File: config.mk
export PLATFORM = sky130hd
export DESIGN_NAME = rr_grant_sched_flat
export DESIGN_NICKNAME = d
export VERILOG_FILES = /design/src/rtl/rr_sched_pkg.sv /design/src/rtl/rr_grant_sched_if.sv /design/src/rtl/rr_pick.sv /design/src/rtl/rr_grant_sched.sv /design/src/flat_wrapper.sv
export SDC_FILE = /design/constraint.sdc
export NUM_CORES = 1
export LEC_CHECK = 0
export CAP_MARGIN = 15
export CORE_ASPECT_RATIO = 1.5
export CORE_MARGIN = 10
export CORE_UTILIZATION = 47
export DETAILED_ROUTE_END_ITERATION = 10
export PLACE_DENSITY = 0.73
export SLEW_MARGIN = 20
export SYNTH_ARGS = -nofsm -noshare
export SYNTH_HDL_FRONTEND = slang
export SYNTH_SLANG_ARGS = --single-unit
export TNS_END_PERCENT = 20
File: constraint.sdc
create_clock -name clk -period 1.9 [get_ports clk]
set_input_delay 0.38 -clock clk [delete_from_list [all_inputs] [get_ports clk]]
set_output_delay 0.38 -clock clk [all_outputs]
set_load 0.02 [all_outputs]
File: src/rtl/rr_sched_pkg.sv
// Shared types and helpers for the round-robin grant scheduler.
// Holds the FSM state encoding, hold-counter width and the index-to-one-hot helper.
package rr_sched_pkg;

    typedef enum logic [1:0] {
        ST_IDLE  = 2'd0,
        ST_GRANT = 2'd1,
        ST_GAP   = 2'd2
    } state_t;

    localparam int HOLD_W = 8;
    localparam int MAX_N  = 16;

    // Callers size-cast the result down to their own requester count.
    function automatic logic [MAX_N-1:0] onehot(input logic [3:0] idx);
        logic [MAX_N-1:0] v;
        v      = '0;
        v[idx] = 1'b1;
        return v;
    endfunction

endpackage

File: src/rtl/rr_grant_sched_if.sv
// Request/grant bundle between requesters and the round-robin scheduler.
// The scheduler uses the slave modport; the requester side uses master.
interface rr_grant_sched_if #(
    parameter int N = 4
);
    localparam int IDX_W = $clog2(N);

    logic [N-1:0]     req;
    logic [N-1:0]     grant;
    logic [IDX_W-1:0] grant_id;
    logic             busy;
    logic             preempt;

    modport master (
        output req,
        input  grant,
        input  grant_id,
        input  busy,
        input  preempt
    );

    modport slave (
        input  req,
        output grant,
        output grant_id,
        output busy,
        output preempt
    );

endinterface

File: src/rtl/rr_pick.sv
// Combinational round-robin picker: first set request scanning upward from last+1.
// An optional excluded index is skipped so a releasing owner cannot re-win on the same edge.
module rr_pick #(
    parameter int N = 4,
    localparam int IDX_W = $clog2(N)
) (
    input  logic [N-1:0]     i_req,
    input  logic [IDX_W-1:0] i_last,
    input  logic             i_exclude_valid,
    input  logic [IDX_W-1:0] i_exclude_idx,
    output logic             o_valid,
    output logic [IDX_W-1:0] o_idx
);

    int               w_j;
    logic [IDX_W-1:0] w_cand;

    always_comb begin
        o_valid = 1'b0;
        o_idx   = '0;
        w_j     = 0;
        w_cand  = '0;
        // k runs 1..N so last itself is checked last, giving it lowest priority.
        for (int k = 1; k <= N; k++) begin
            w_j    = (int'(i_last) + k) % N;
            w_cand = IDX_W'(w_j);
            if (!o_valid && i_req[w_cand] &&
                !(i_exclude_valid && (w_cand == i_exclude_idx))) begin
                o_valid = 1'b1;
                o_idx   = w_cand;
            end
        end
    end

endmodule

File: src/rtl/rr_grant_sched.sv
// Round-robin grant scheduler: registered one-hot grant, held while the owner requests,
// with a forced release after MAX_HOLD cycles when others are waiting.
module rr_grant_sched
    import rr_sched_pkg::*;
#(
    parameter int N        = 4,
    parameter int MAX_HOLD = 8,
    parameter int GAP      = 1
) (
    input  logic            clk,
    input  logic            rst,
    rr_grant_sched_if.slave bus
);

    localparam int IDX_W = $clog2(N);
    localparam logic [HOLD_W-1:0] HOLD_MAX = HOLD_W'(MAX_HOLD);

    state_t              r_state;
    logic [N-1:0]        r_grant;
    logic [IDX_W-1:0]    r_grant_id;
    logic [IDX_W-1:0]    r_last;
    logic [HOLD_W-1:0]   r_hold_cnt;
    logic                r_preempt;

    state_t              w_state_nxt;
    logic [N-1:0]        w_grant_nxt;
    logic [IDX_W-1:0]    w_id_nxt;
    logic [IDX_W-1:0]    w_last_nxt;
    logic [HOLD_W-1:0]   w_hold_nxt;
    logic                w_preempt_nxt;

    logic                w_pick_valid;
    logic [IDX_W-1:0]    w_pick_idx;
    logic                w_owner_req;
    logic                w_others_req;
    logic                w_in_grant;

    assign w_in_grant   = (r_state == ST_GRANT);
    assign w_owner_req  = bus.req[r_last];
    assign w_others_req = |(bus.req & ~r_grant);

    rr_pick #(.N(N)) u_pick (
        .i_req           (bus.req),
        .i_last          (r_last),
        .i_exclude_valid (w_in_grant),
        .i_exclude_idx   (r_last),
        .o_valid         (w_pick_valid),
        .o_idx           (w_pick_idx)
    );

    always_comb begin
        w_state_nxt   = r_state;
        w_grant_nxt   = r_grant;
        w_id_nxt      = r_grant_id;
        w_last_nxt    = r_last;
        w_hold_nxt    = r_hold_cnt;
        w_preempt_nxt = 1'b0;

        case (r_state)
            ST_GRANT: begin
                if (w_owner_req && ((r_hold_cnt < HOLD_MAX) || !w_others_req)) begin
                    if (r_hold_cnt != HOLD_MAX)
                        w_hold_nxt = r_hold_cnt + 1'b1;
                end else begin
                    // Owner still requesting here means the quantum forced it out.
                    w_preempt_nxt = w_owner_req;
                    w_grant_nxt   = '0;
                    w_id_nxt      = '0;
                    w_hold_nxt    = '0;
                    if (GAP == 1) begin
                        w_state_nxt = ST_GAP;
                    end else if (w_pick_valid) begin
                        w_state_nxt = ST_GRANT;
                        w_grant_nxt = N'(onehot(4'(w_pick_idx)));
                        w_id_nxt    = w_pick_idx;
                        w_last_nxt  = w_pick_idx;
                        w_hold_nxt  = HOLD_W'(1);
                    end else begin
                        w_state_nxt = ST_IDLE;
                    end
                end
            end
            default: begin
                // IDLE and GAP arbitrate identically; GAP only ever lasts one cycle.
                w_grant_nxt = '0;
                w_id_nxt    = '0;
                w_hold_nxt  = '0;
                w_state_nxt = ST_IDLE;
                if (w_pick_valid) begin
                    w_state_nxt = ST_GRANT;
                    w_grant_nxt = N'(onehot(4'(w_pick_idx)));
                    w_id_nxt    = w_pick_idx;
                    w_last_nxt  = w_pick_idx;
                    w_hold_nxt  = HOLD_W'(1);
                end
            end
        endcase
    end

    always_ff @(posedge clk) begin
        if (rst) begin
            r_state    <= ST_IDLE;
            r_grant    <= '0;
            r_grant_id <= '0;
            r_last     <= IDX_W'(N - 1);
            r_hold_cnt <= '0;
            r_preempt  <= 1'b0;
        end else begin
            r_state    <= w_state_nxt;
            r_grant    <= w_grant_nxt;
            r_grant_id <= w_id_nxt;
            r_last     <= w_last_nxt;
            r_hold_cnt <= w_hold_nxt;
            r_preempt  <= w_preempt_nxt;
        end
    end

    assign bus.grant    = r_grant;
    assign bus.grant_id = r_grant_id;
    assign bus.busy     = |r_grant;
    assign bus.preempt  = r_preempt;

endmodule

File: src/flat_wrapper.sv
// flat-port wrapper written by rule: the top's interface ports become plain ports
module rr_grant_sched_flat import rr_sched_pkg::*;
#(
    parameter int N        = 4,
    parameter int MAX_HOLD = 8,
    parameter int GAP      = 1
)
  (clk, rst, bus_req, bus_grant, bus_grant_id, bus_busy, bus_preempt);
  rr_grant_sched_if #(.N(N)) bus_i ();
  input  logic clk;
  input  logic rst;
  input wire logic [$bits(bus_i.req)-1:0] bus_req;
  output wire logic [$bits(bus_i.grant)-1:0] bus_grant;
  output wire logic [$bits(bus_i.grant_id)-1:0] bus_grant_id;
  output wire logic [$bits(bus_i.busy)-1:0] bus_busy;
  output wire logic [$bits(bus_i.preempt)-1:0] bus_preempt;
  assign bus_i.req = bus_req;
  assign bus_grant = bus_i.grant;
  assign bus_grant_id = bus_i.grant_id;
  assign bus_busy = bus_i.busy;
  assign bus_preempt = bus_i.preempt;
  rr_grant_sched #(.N(N), .MAX_HOLD(MAX_HOLD), .GAP(GAP)) u_core (.clk(clk), .rst(rst), .bus(bus_i));
endmodule
Word level (Yosys, flattened, before mapping)

Cells that the tools add are included.
Widths: inputs -> output; s select.

Register bits after elaboration: 19
Input port bits: 6
Output and inout bits: 8
Logic and storage cells: 89

$add $sub $neg: 5
$lt $le $gt $ge: 8
Equal/unequal tests: 8
Multiplexer cells: 33
Bitwise gates (word level): 3
Reductions and logical operators: 26

Operators with widths:

| operator            | number |
|---|---|
| $mux 8              | 3 |
| $mux 2              | 9 |
| $lt 2x3->1 const B  | 5 |
| $logic_and 1x1->1   | 13 |
| $mux 1              | 12 |
| $mux 4              | 3 |
| $bmux 1 s2          | 5 |
| $add 8x1->8 const B | 1 |
| $eq 2x2->1          | 4 |
| $logic_not 1->1     | 8 |
| $lt 8x4->1 const B  | 1 |
| $ne 8x4->1 const B  | 1 |
| $reduce_or 4->1     | 2 |
| $lt 2x5->1 const B  | 1 |
| $add 2x1->2 const B | 2 |
| $add 2x2->2 const B | 2 |
| $and 4x4->4         | 1 |
| $not 4->4           | 1 |
| $ne 3x3->1 const B  | 1 |
| $reduce_or 3->1     | 1 |
| $demux 1 s2         | 1 |
| $eq 2x1->1 const B  | 1 |
| $ge 2x1->1 const B  | 1 |
| $ne 2x2->1 const B  | 1 |
| 3 further kinds     | 3 |

Depth between registers and ports, before layout

Gate-level depths: netlist of run 1.

Word-level depth: 24
Gate-level depth with buffers: 7
Depth with buffers taken out: 7

By module

Synthesis of run 1 repeated with hierarchy kept, for this count alone.

Cells, all modules: 131
Area total of the unflattened synthesis: 1270.0 sq um

Modules (own cells, without submodules):

| module         | instances | cells each | area an instance (sq um) | sequential area each (sq um) |
|---|---|---|---|---|
| rr_grant_sched | 1         | 88         | 895.9                    | 380.4 |
| rr_pick        | 1         | 43         | 374.1                    | 0.0 |

Worst setup path before layout of run 1

No wires, ideal clock.

Path type: flip-flop to flip-flop
From: reg u_core.r_last[0]
To: reg u_core.r_grant_id[1], in the netlist u_core.bus.grant_id[1]
Library setup time: 0.117 ns
Arrival: 1.648 ns
Required time: 1.783 ns
Setup slack: 0.135 ns
Cell stages (with the launch flop): 7
Path buffers: 1
Clock period less this slack: 1.765 ns
Cell sequence: dfxtp_1 buf_2 mux4_2 and2_1 a31oi_2 nor2_1 a22o_1

Word-level cells in the longest chain between the ends: 20
Elaborated cells between the ends (all ways): 48
Classes of those cells: add/sub (4); eq/ne (5); mux (20); reduce/logical (19)

RTL lines:

| element                                 | RTL line              | RTL |
|---|---|---|
| from (decl)                             | rr_grant_sched.sv:21  | `logic [IDX_W-1:0] r_last;` |
| from (signal assigned)                  | rr_grant_sched.sv:105 | `r_last <= IDX_W'(N - 1);` |
| from (signal assigned)                  | rr_grant_sched.sv:112 | `r_last <= w_last_nxt;` |
| $add 2x1->2                             | rr_pick.sv:25         | `w_j = (int'(i_last) + k) % N;` |
| $eq 2x2->1                              | rr_pick.sv:28         | `!(i_exclude_valid && (w_cand == i_exclude_idx))) begin` |
| $logic_and 1x1->1                       | rr_pick.sv:28         |  |
| $logic_not 1->1                         | rr_pick.sv:28         |  |
| $logic_and 1x1->1                       | rr_pick.sv:27         | `if (!o_valid && i_req[w_cand] &&` |
| $mux 1                                  | rr_pick.sv:27         |  |
| $logic_not 1->1                         | rr_pick.sv:27         |  |
| $logic_and 1x1->1 (2 in a row)          | rr_pick.sv:27         |  |
| $mux 1                                  | rr_pick.sv:27         |  |
| $logic_not 1->1                         | rr_pick.sv:27         |  |
| $logic_and 1x1->1 (2 in a row)          | rr_pick.sv:27         |  |
| $mux 1                                  | rr_pick.sv:27         |  |
| $logic_not 1->1                         | rr_pick.sv:27         |  |
| $logic_and 1x1->1 (2 in a row)          | rr_pick.sv:27         |  |
| $mux 2 / $mux 1 (equally long branches) | rr_pick.sv:27         |  |
| $mux 2                                  | rr_grant_sched.sv:89  | `if (w_pick_valid) begin` |
| $mux 2                                  | rr_grant_sched.sv:59  | `case (r_state)` |
| to (signal assigned)                    | rr_grant_sched.sv:111 | `r_grant_id <= w_id_nxt;` |
| to (decl)                               | rr_grant_sched.sv:20  | `logic [IDX_W-1:0] r_grant_id;` |

Several ways; a longest one is shown, not always the timed one. The select of a mux whose other input is x is not followed.
A chain may end at the register's enable or synchronous reset.

Worst setup path after layout of run 1

From: in bus_req[2]
To: reg u_core.r_grant_id[1], in the netlist u_core.bus.grant_id[1]

Word-level cells in the longest chain between the ends: 18
Elaborated cells between the ends (all ways): 36
Classes of those cells: eq/ne (1); mux (20); bitwise (1); reduce/logical (14)

RTL lines:

| element                                 | RTL line             | RTL |
|---|---|---|
| from (decl)                             | flat_wrapper.sv:12   | `input wire logic [$bits(bus_i.req)-1:0] bus_req;` |
| $bmux 1 s2                              | rr_pick.sv:27        |  |
| $mux 1 (not written as such)            | rr_pick.sv:27        |  |
| $logic_and 1x1->1                       | rr_pick.sv:27        |  |
| $mux 1                                  | rr_pick.sv:27        |  |
| $logic_not 1->1                         | rr_pick.sv:27        |  |
| $logic_and 1x1->1 (2 in a row)          | rr_pick.sv:27        |  |
| $mux 1                                  | rr_pick.sv:27        |  |
| $logic_not 1->1                         | rr_pick.sv:27        |  |
| $logic_and 1x1->1 (2 in a row)          | rr_pick.sv:27        |  |
| $mux 1                                  | rr_pick.sv:27        |  |
| $logic_not 1->1                         | rr_pick.sv:27        |  |
| $logic_and 1x1->1 (2 in a row)          | rr_pick.sv:27        |  |
| $mux 2 / $mux 1 (equally long branches) | rr_pick.sv:27        |  |
| $mux 2                                  | rr_grant_sched.sv:89 |  |
| $mux 2                                  | rr_grant_sched.sv:59 |  |

Several ways; a longest one is shown, not always the timed one. The select of a mux whose other input is x is not followed.

==> metrics, run 1 <==
crit path launch type=input pin; Vias=901; H-tree depth=1; largest net degree at the start of global routing=11; R2R cell count=5; Hold Crit Endpoint=u_core.bus.grant_id[0]$_SDFFE_PP0P_; DIE WIDTH=57.61 um; Starting Density=0.4920; CP Max Fanout=6; syn_area_per_cell=8.747 um^2; maximum vdd drop=0.6421 mV; CTS tree=built; top_reg_cell synth=dfxtp_1; Net Count, Synth=122; FF/Latch Area=380.4 um^2; fin. max-slew vios=0; Detail Placement HPWL=2.002 mm; final hold violation count=0; router iterations before antenna repair=4; Tcrit/Tclk final=0.9648; GRT Util Overall=0.1153; first-pass GRT wire length=4.119 mm; RSZ-0062 raised after global routing=false; Antenna Violating Nets Remaining=0; DRC=0; Vias/cell=5.395; vias in the first global route=938; Final Non-Filler Cells=167; Pwr Total=1.710 mW; Slew @ Worst Pin=445.1 ps; core footprint=2027 um^2; critical path's slowest cell=mux4_2; Skew-Pair Late Insertion Delay=300 ps; share of cells above drive strength 1=0.2207; die area=4402 um^2; clk slew on worst S/H paths=100 ps; Worst Clk Skew=1.872 ps; class of the worst hold path=flop to flop; ys async rst share=0; critical path depth=6; die height=76.42 um; root buffer cell=clkbuf_4; hold path depth=2; worst stage delay on the critical path=550 ps; fin nets=154; Place WS=-302.1 ps; outcome=completed; Post-Synthesis Cell Area=997.2 um^2; Critical Path, Cell by Cell=clkdlybuf4s50_1 -> mux4_2 -> and2_1 -> a31oi_2 -> nor2_1 -> a22o_1; cts bufs inserted=3; drt wl/cell=14.78 um; Worst R2R End=u_core.bus.grant_id[1]$_SDFFE_PP0P_; Ports=14; clk sinks=19; area occupied by multi-input gates=590.6 um^2; ANT cells=0; Synth Register Bits=19; routability cong.=0.8181; Layout area overhead=31.49%; total grt overflow=0; kind of critical path=input pin to flop; Layout fillers=177; Hold Path Origin=u_core.bus.grant_id[0]$_SDFFE_PP0P_; largest delay contributor family on the critical path=multiplexers; row cnt=20; Reg2Reg Setup Slack=110 ps; min Tclk post-route=1833 ps; Arr. time, crit path=2040 ps; final WL=2.468 mm; Synthesis Warnings=0; relative slew slack=0.7010; initial antenna violation count=0; final setup vio count=0; Power Density=1304 nW/um^2; start point of the critical path=bus_req[2]; Pleak=0.5323 nW; Post-CTS Setup Bufs=0; number of synthesized flops with an enable pin=0; final worst slack=66.93 ps; Max Clock Freq=0.5455 GHz; Worst Setup End Kind=flop; Synth Instances=114; post-synthesis sequential area ratio=0.3814; Distinct cells, synth=38; max_cap viols=0; CTS Buffer Depth=2; buffers and inverters on the worst path=1; CP required=2110 ps; dpl cells=163; Starting DRT DRC Count=24; FF-to-FF Start=u_core.r_last[0]$_SDFFE_PP1P_; # port buffers=13
==> layout make-up <==
cell class | instances | share of cell area
inverters | 5 | 0.01431
flip-flops and latches | 19 | 0.2901
multi-input cells | 85 | 0.4504
repair buffers | 32 | 0.2042
clock buffers | 4 | 0.02004
well taps | 22 | 0.02099
==> per-layer routing <==
metal / track usage / up-vias / share of wire
met5: 0 / - / 0
met4: 0.06368 / 0 / 0.022
met3: 0.02000 / 5 / 0.030
met2: 0.2144 / 11 / 0.59
met1: 0.1113 / 418 / 0.36
li1: - / 467 / -
==> flip-flops by register name, indices dropped and copies added, names as in the netlist <==
name / cells
u_core.bus.grant_id: 2
u_core.bus.grant: 4
u_core.r_state: 2
u_core.bus.preempt: 1
u_core.r_hold_cnt: 8
u_core.r_last: 2
==> power breakdown <==
group          internal, mW  total (mW)  switching [mW]
Combinational         0.445       0.926           0.481
Clock                0.0820       0.205           0.123
Sequential            0.493       0.579          0.0857
Total                  1.02        1.71           0.690
==> per-stage QoR <==
stage	TNS, ps	area (um^2)	hold WS (ps)	utilization
after floorplan	0	997.2	480.0	-
after global placement	-3401	1276	457.1	0.6296
after detailed placement	-4041	1276	455.5	0.6296
after CTS	0	1301	470.1	0.6420
after global routing	0	1311	512.8	0.6469
final	0	1311	471.1	0.6469
==> worst max path at each step <==
stage	end	slack, ps
3_3_place_gp	u_core.bus.grant[2]$_SDFFE_PP0P_	-270
6_report	u_core.bus.grant_id[1]$_SDFFE_PP0P_	70
5_1_grt	u_core.bus.grant[3]$_SDFFE_PP0P_	10
3_5_place_dp	u_core.bus.grant[0]$_SDFFE_PP0P_	-300
4_1_cts	u_core.bus.grant[0]$_SDFFE_PP0P_	10
2_1_floorplan	u_core.bus.grant_id[1]$_SDFFE_PP0P_	130
==> worst register-to-register path, cell delays in order (launching register included) <==
cell     delay [ps]
dfxtp_1         440
mux4_2          600
and2_1          210
a31oi_2         170
nor2_1           70
a22o_1          200
==> cell usage after synthesis, types with 2 or more instances <==
library cell	count	share of area
nand2b_1	8	0.050
o2bb2ai_1	2	0.018
and3_1	2	0.013
clkbuf_1	3	0.011
nor2b_1	2	0.013
dfxtp_1	19	0.38
a21oi_1	4	0.020
o21ai_1	2	0.010
o21ai_0	3	0.015
nor2_1	14	0.053
mux2i_1	2	0.020
buf_2	2	0.010
a22o_1	3	0.026
or3_1	2	0.013
a211oi_1	2	0.015
and2_1	2	0.013
nor3_1	3	0.015
nand2_1	5	0.019
xor2_1	5	0.044
nand3_1	6	0.030
ha_1	2	0.025
inv_1	5	0.019
==> cells by family (layout without fill, tap and decap cells) <==
family,count (synthesis),after routing,share of synthesized area
xor gates and xnor gates,6,6,0.05270
AOI/OAI and AO/OA,25,25,0.1895
buffers and inverters,10,41,0.04015
and+or+nand+nor,49,49,0.2685
adders and majority gates,2,2,0.02509
muxes,3,3,0.04266
DFF,19,19,0.3814
==> cell usage in the layout (no fill, tap or decap), drive strengths merged, types with 6 or more instances in the layout <==
master	instances
buf	19
dfxtp	19
nor2	14
clkdlybuf4s50	12
nand2b	8
nand3	6
==> timing repair <==
action                     in CTS  in global routing
hold buffers                    0                  0
setup endpoints to repair       1                 14
gates cloned                    0                  0
gates resized for setup         1                  6
(Power assumes the default switching activity.)
==> run 2, diff against run 1 <==
ABC_CLOCK_PERIOD_IN_PS = 1900   (was default)
CTS_CLUSTER_SIZE = 25   (was default)
SKIP_CTS_REPAIR_TIMING = 1   (was default)
==> metrics, run 2 (synthesis results as in run 1) <==
min Tclk post-route=1834 ps; Detail Placement HPWL=2.002 mm; number of flip-flops in the largest register=8; CTS Buffer Depth=2; CTS tree=built; H-tree depth=1; Critical Path, Cell by Cell=clkdlybuf4s50_1 -> mux4_2 -> and2_1 -> a31oi_2 -> nor2_1 -> a22o_1; GRT Util Overall=0.1153; largest net degree at the start of global routing=11; max_cap viols=0; first-pass GRT wire length=4.119 mm; core footprint=2027 um^2; Vias/cell=5.383; cts bufs inserted=3; Antenna Violating Nets Remaining=0; row cnt=20; hold_ws=471.1 ps; initial antenna violation count=0; CP required=2110 ps; die area=4402 um^2; Most flops, register=u_core.r_hold_cnt; Layout area overhead=32.25%; router iterations before antenna repair=4; # port buffers=13; largest delay contributor family on the critical path=multiplexers; vias in the first global route=938; maximum vdd drop=0.6453 mV; fin. max-slew vios=0; DRC=0; GR peak layer=met2; buffers and inverters on the worst path=1; Final Non-Filler Cells=167; Worst Clk Skew=3.427 ps; DIE WIDTH=57.61 um; crit path launch type=input pin; clk sinks=19; R2R cell count=5; root buffer cell=clkbuf_4; routability cong.=0.8181; Tcrit/Tclk final=0.9653; Pleak=0.5447 nW; Pwr Total=1.726 mW; Max Clock Freq=0.5453 GHz; grt met3 use=0.02000; CP Max Fanout=6; drt wl/cell=14.84 um; share of cells above drive strength 1=0.2138; dpl cells=163; final hold violation count=0; Arr. time, crit path=2040 ps; Power Density=1309 nW/um^2; RSZ-0062 raised after global routing=false; hold path depth=2; relative slew slack=0.7010; Starting Density=0.4920; Global Route met2 Usage=0.2144; kind of critical path=input pin to flop; die height=76.42 um; ANT cells=0; critical path's slowest cell=mux4_2; Ports=14; fin nets=154; most frequent cells in the layout=buf_4 (19), dfxtp_1 (19), nor2_1 (14); clk slew on worst S/H paths=100 ps; Worst Setup End Kind=flop; outcome=completed; Vias=899; critical path depth=6; class of the worst hold path=flop to flop; worst stage delay on the critical path=550 ps; Setup TNS=0 ps; total grt overflow=0; Starting DRT DRC Count=20; final setup vio count=0; Skew-Pair Late Insertion Delay=300 ps; met1 usage=0.1113; final WL=2.479 mm; Slew @ Worst Pin=445.1 ps
run 2: cell count changes in the layout (fill, tap and decap cells not counted), sizes merged:
cell | before | now
clkbuf | 5 | 4
dlymetal6s2s | 0 | 1
run 2: final timing paths:
kind                                                       endpoint                           startpoint  slack [ps]
worst max-delay path            u_core.bus.grant_id[1]$_SDFFE_PP0P_                           bus_req[2]          70
worst min-delay path            u_core.bus.grant_id[0]$_SDFFE_PP0P_  u_core.bus.grant_id[0]$_SDFFE_PP0P_         470
worst max register to register  u_core.bus.grant_id[1]$_SDFFE_PP0P_        u_core.r_last[0]$_SDFFE_PP1P_         110
worst min register to register  u_core.bus.grant_id[0]$_SDFFE_PP0P_  u_core.bus.grant_id[0]$_SDFFE_PP0P_         470
run 2: stage by stage:
stage,area (um^2),setup WS [ps],utilization
after CTS,1303,-209.7,0.6426
after floorplan,997.2,134.9,-
after detailed placement,1276,-302.1,0.6296
final,1319,66.00,0.6506
after global placement,1276,-274.5,0.6296
after global routing,1319,10.53,0.6506
run 2: power by group:
part | total (mW) | internal (mW) | switching [mW]
clock network | 0.206 | 0.0820 | 0.124
logic | 0.942 | 0.460 | 0.481
registers | 0.579 | 0.493 | 0.0857
total | 1.73 | 1.03 | 0.691
run 2: worst min-delay path, stage by stage (launching register included):
cell and delay [ps]:
dfxtp_1 320, inv_1 50, o21ai_1 60
run 2: cell type report:
type | instances | area [um^2]
Tap cell | 22 | 27.53
Timing Repair Buffer | 32 | 275.3
Multi-Input combinational cell | 85 | 590.6
Clock buffer | 4 | 26.28
Fill cell | 176 | 708.2
Inverter | 5 | 18.77
Sequential cell | 19 | 380.4
run 2: layer usage:
layer / vias up / wire length, um
met5: - / 0
met1: 416 / 898
met3: 5 / 75
met4: 0 / 54
li1: 467 / -
met2: 11 / 1450
==> run 3, diff against run 2 <==
CORE_MARGIN = default   (was 10)
PLACE_DENSITY = 0.75   (was 0.73)
==> metrics, run 3 (synthesis results as in run 1) <==
Reg2Reg Setup Slack=150 ps; largest delay contributor family on the critical path=buffers and inverters; Ports=14; maximum vdd drop=0.7132 mV; DIE WIDTH=39.61 um; Hold Path Origin=u_core.bus.grant_id[0]$_SDFFE_PP0P_; relative slew slack=0.7406; Antenna Violating Nets Remaining=0; Final Non-Filler Cells=168; Starting DRT DRC Count=5; clk slew on worst S/H paths=100 ps; wl on met1=921 um; met3 wire length=44 um; start point of the critical path=bus_req[2]; router iterations before antenna repair=4; min Tclk post-route=1829 ps; CTS tree=built; H-tree depth=1; share of cells above drive strength 1=0.2123; Place WS=-266.3 ps; buffers and inverters on the worst path=2; largest net degree at the start of global routing=11; routability cong.=0.7995; kind of critical path=input pin to flop; fin nets=155; Power Density=1289 nW/um^2; FF-to-FF Start=u_core.r_hold_cnt[7]$_SDFFE_PP0P_; Arr. time, crit path=2030 ps; Most flops, register=u_core.r_hold_cnt; drt wl/cell=13.69 um; Critical Path, Cell by Cell=clkdlybuf4s50_1 -> mux4_2 -> o21ai_1 -> nor3_1 -> buf_4 -> a22o_1; die area=2314 um^2; Worst Clk Skew=2.802 ps; die height=58.42 um; Layout area overhead=32.62%; # port buffers=13; dpl cell area=1284 um^2; fin. max-slew vios=0; root buffer cell=clkbuf_4; Switching Fraction=0.3937; clk sinks=19; CP Max Fanout=5; top routing layer in use=met4; Net Switching=0.6713 mW; cts bufs inserted=3; final instance area=1323 um^2; crit path launch type=input pin; Detail Placement HPWL=1.836 mm; DRC=0; row cnt=20; vias in the first global route=854; most frequent cells in the layout=buf_4 (20), dfxtp_1 (19), nor2_1 (14); Logic pwr share=0.537; Clock power frac=0.119; Starting Density=0.4981; final hold violation count=0; Vias/cell=5.530; Pleak=0.5484 nW; Slew @ Worst Pin=386.2 ps; Vias=929; Tcrit/Tclk final=0.9628; outcome=completed; ANT cells=0; total grt overflow=0; CP required=2100 ps; worst stage delay on the critical path=540 ps; Flop pwr share=0.345; final setup vio count=0; RSZ-0062 raised after global routing=false; Skew-Pair Late Insertion Delay=300 ps; met2 WL=1.304 mm; Setup TNS=0 ps; final worst slack=70.75 ps; GRT Util Overall=0.2239; core footprint=2002 um^2; dpl cells=164; max_cap viols=0; class of the worst hold path=flop to flop; Worst Setup End Kind=flop; Cell Int Power=1.034 mW; initial antenna violation count=0; final WL=2.300 mm; critical path's slowest cell=mux4_2; CTS Buffer Depth=2; first-pass GRT wire length=3.594 mm; Max Clock Freq=0.5467 GHz; commonest non-fill, non-tap cell in the layout=buf_4; number of flip-flops in the largest register=8
[run 3: area by class of cell]
type                    count  area, um^2
multi-input cells          85       586.8
well taps                  22       27.53
repair buffers             33       282.8
clock buffers               4       26.28
inverters                   5       18.77
flip-flops and latches     19       380.4
fillers                   179       679.4
[run 3: path summary, 6_finish.rpt]
| path | endpoint | cells past startpoint |
|---|---|---|
| min | u_core.bus.grant_id[0]$_SDFFE_PP0P_ | 2 |
| max | u_core.bus.grant[0]$_SDFFE_PP0P_ | 6 |
| min reg2reg | u_core.bus.grant_id[0]$_SDFFE_PP0P_ | 2 |
| max reg2reg | u_core.r_hold_cnt[0]$_SDFFE_PP0P_ | 5 |
[run 3: routing by layer]
metal / global-route usage / vias to the layer above
li1: - / 474
met1: 0.2129 / 443
met2: 0.4286 / 8
met3: 0.03396 / 4
met4: 0.1034 / 0
met5: 0 / -
[run 3: worst min-delay path, cell delays in order, from the launching register on]
cell     delay, ps
dfxtp_1        320
inv_1           50
o21ai_1         70
[run 3: through the flow]
| step | hold slack (ps) | util | power (mW) |
|---|---|---|---|
| after CTS | 482.5 | 0.6544 | 1.704 |
| after global placement | 469.1 | 0.6413 | 1.477 |
| after detailed placement | 467.2 | 0.6413 | 1.501 |
| final | 484.2 | 0.6606 | 1.705 |
| after floorplan | 480.0 | - | 1.104 |
| after global routing | 513.6 | 0.6606 | 1.823 |
[run 3: power by group through the flow]
stage,clock network [mW],logic [mW],registers [mW]
after global placement,0,0.887,0.589
after detailed placement,0,0.905,0.596
after global routing,0.229,0.991,0.603
after floorplan,0,0.498,0.606
final,0.202,0.915,0.588
after CTS,0.208,0.909,0.587
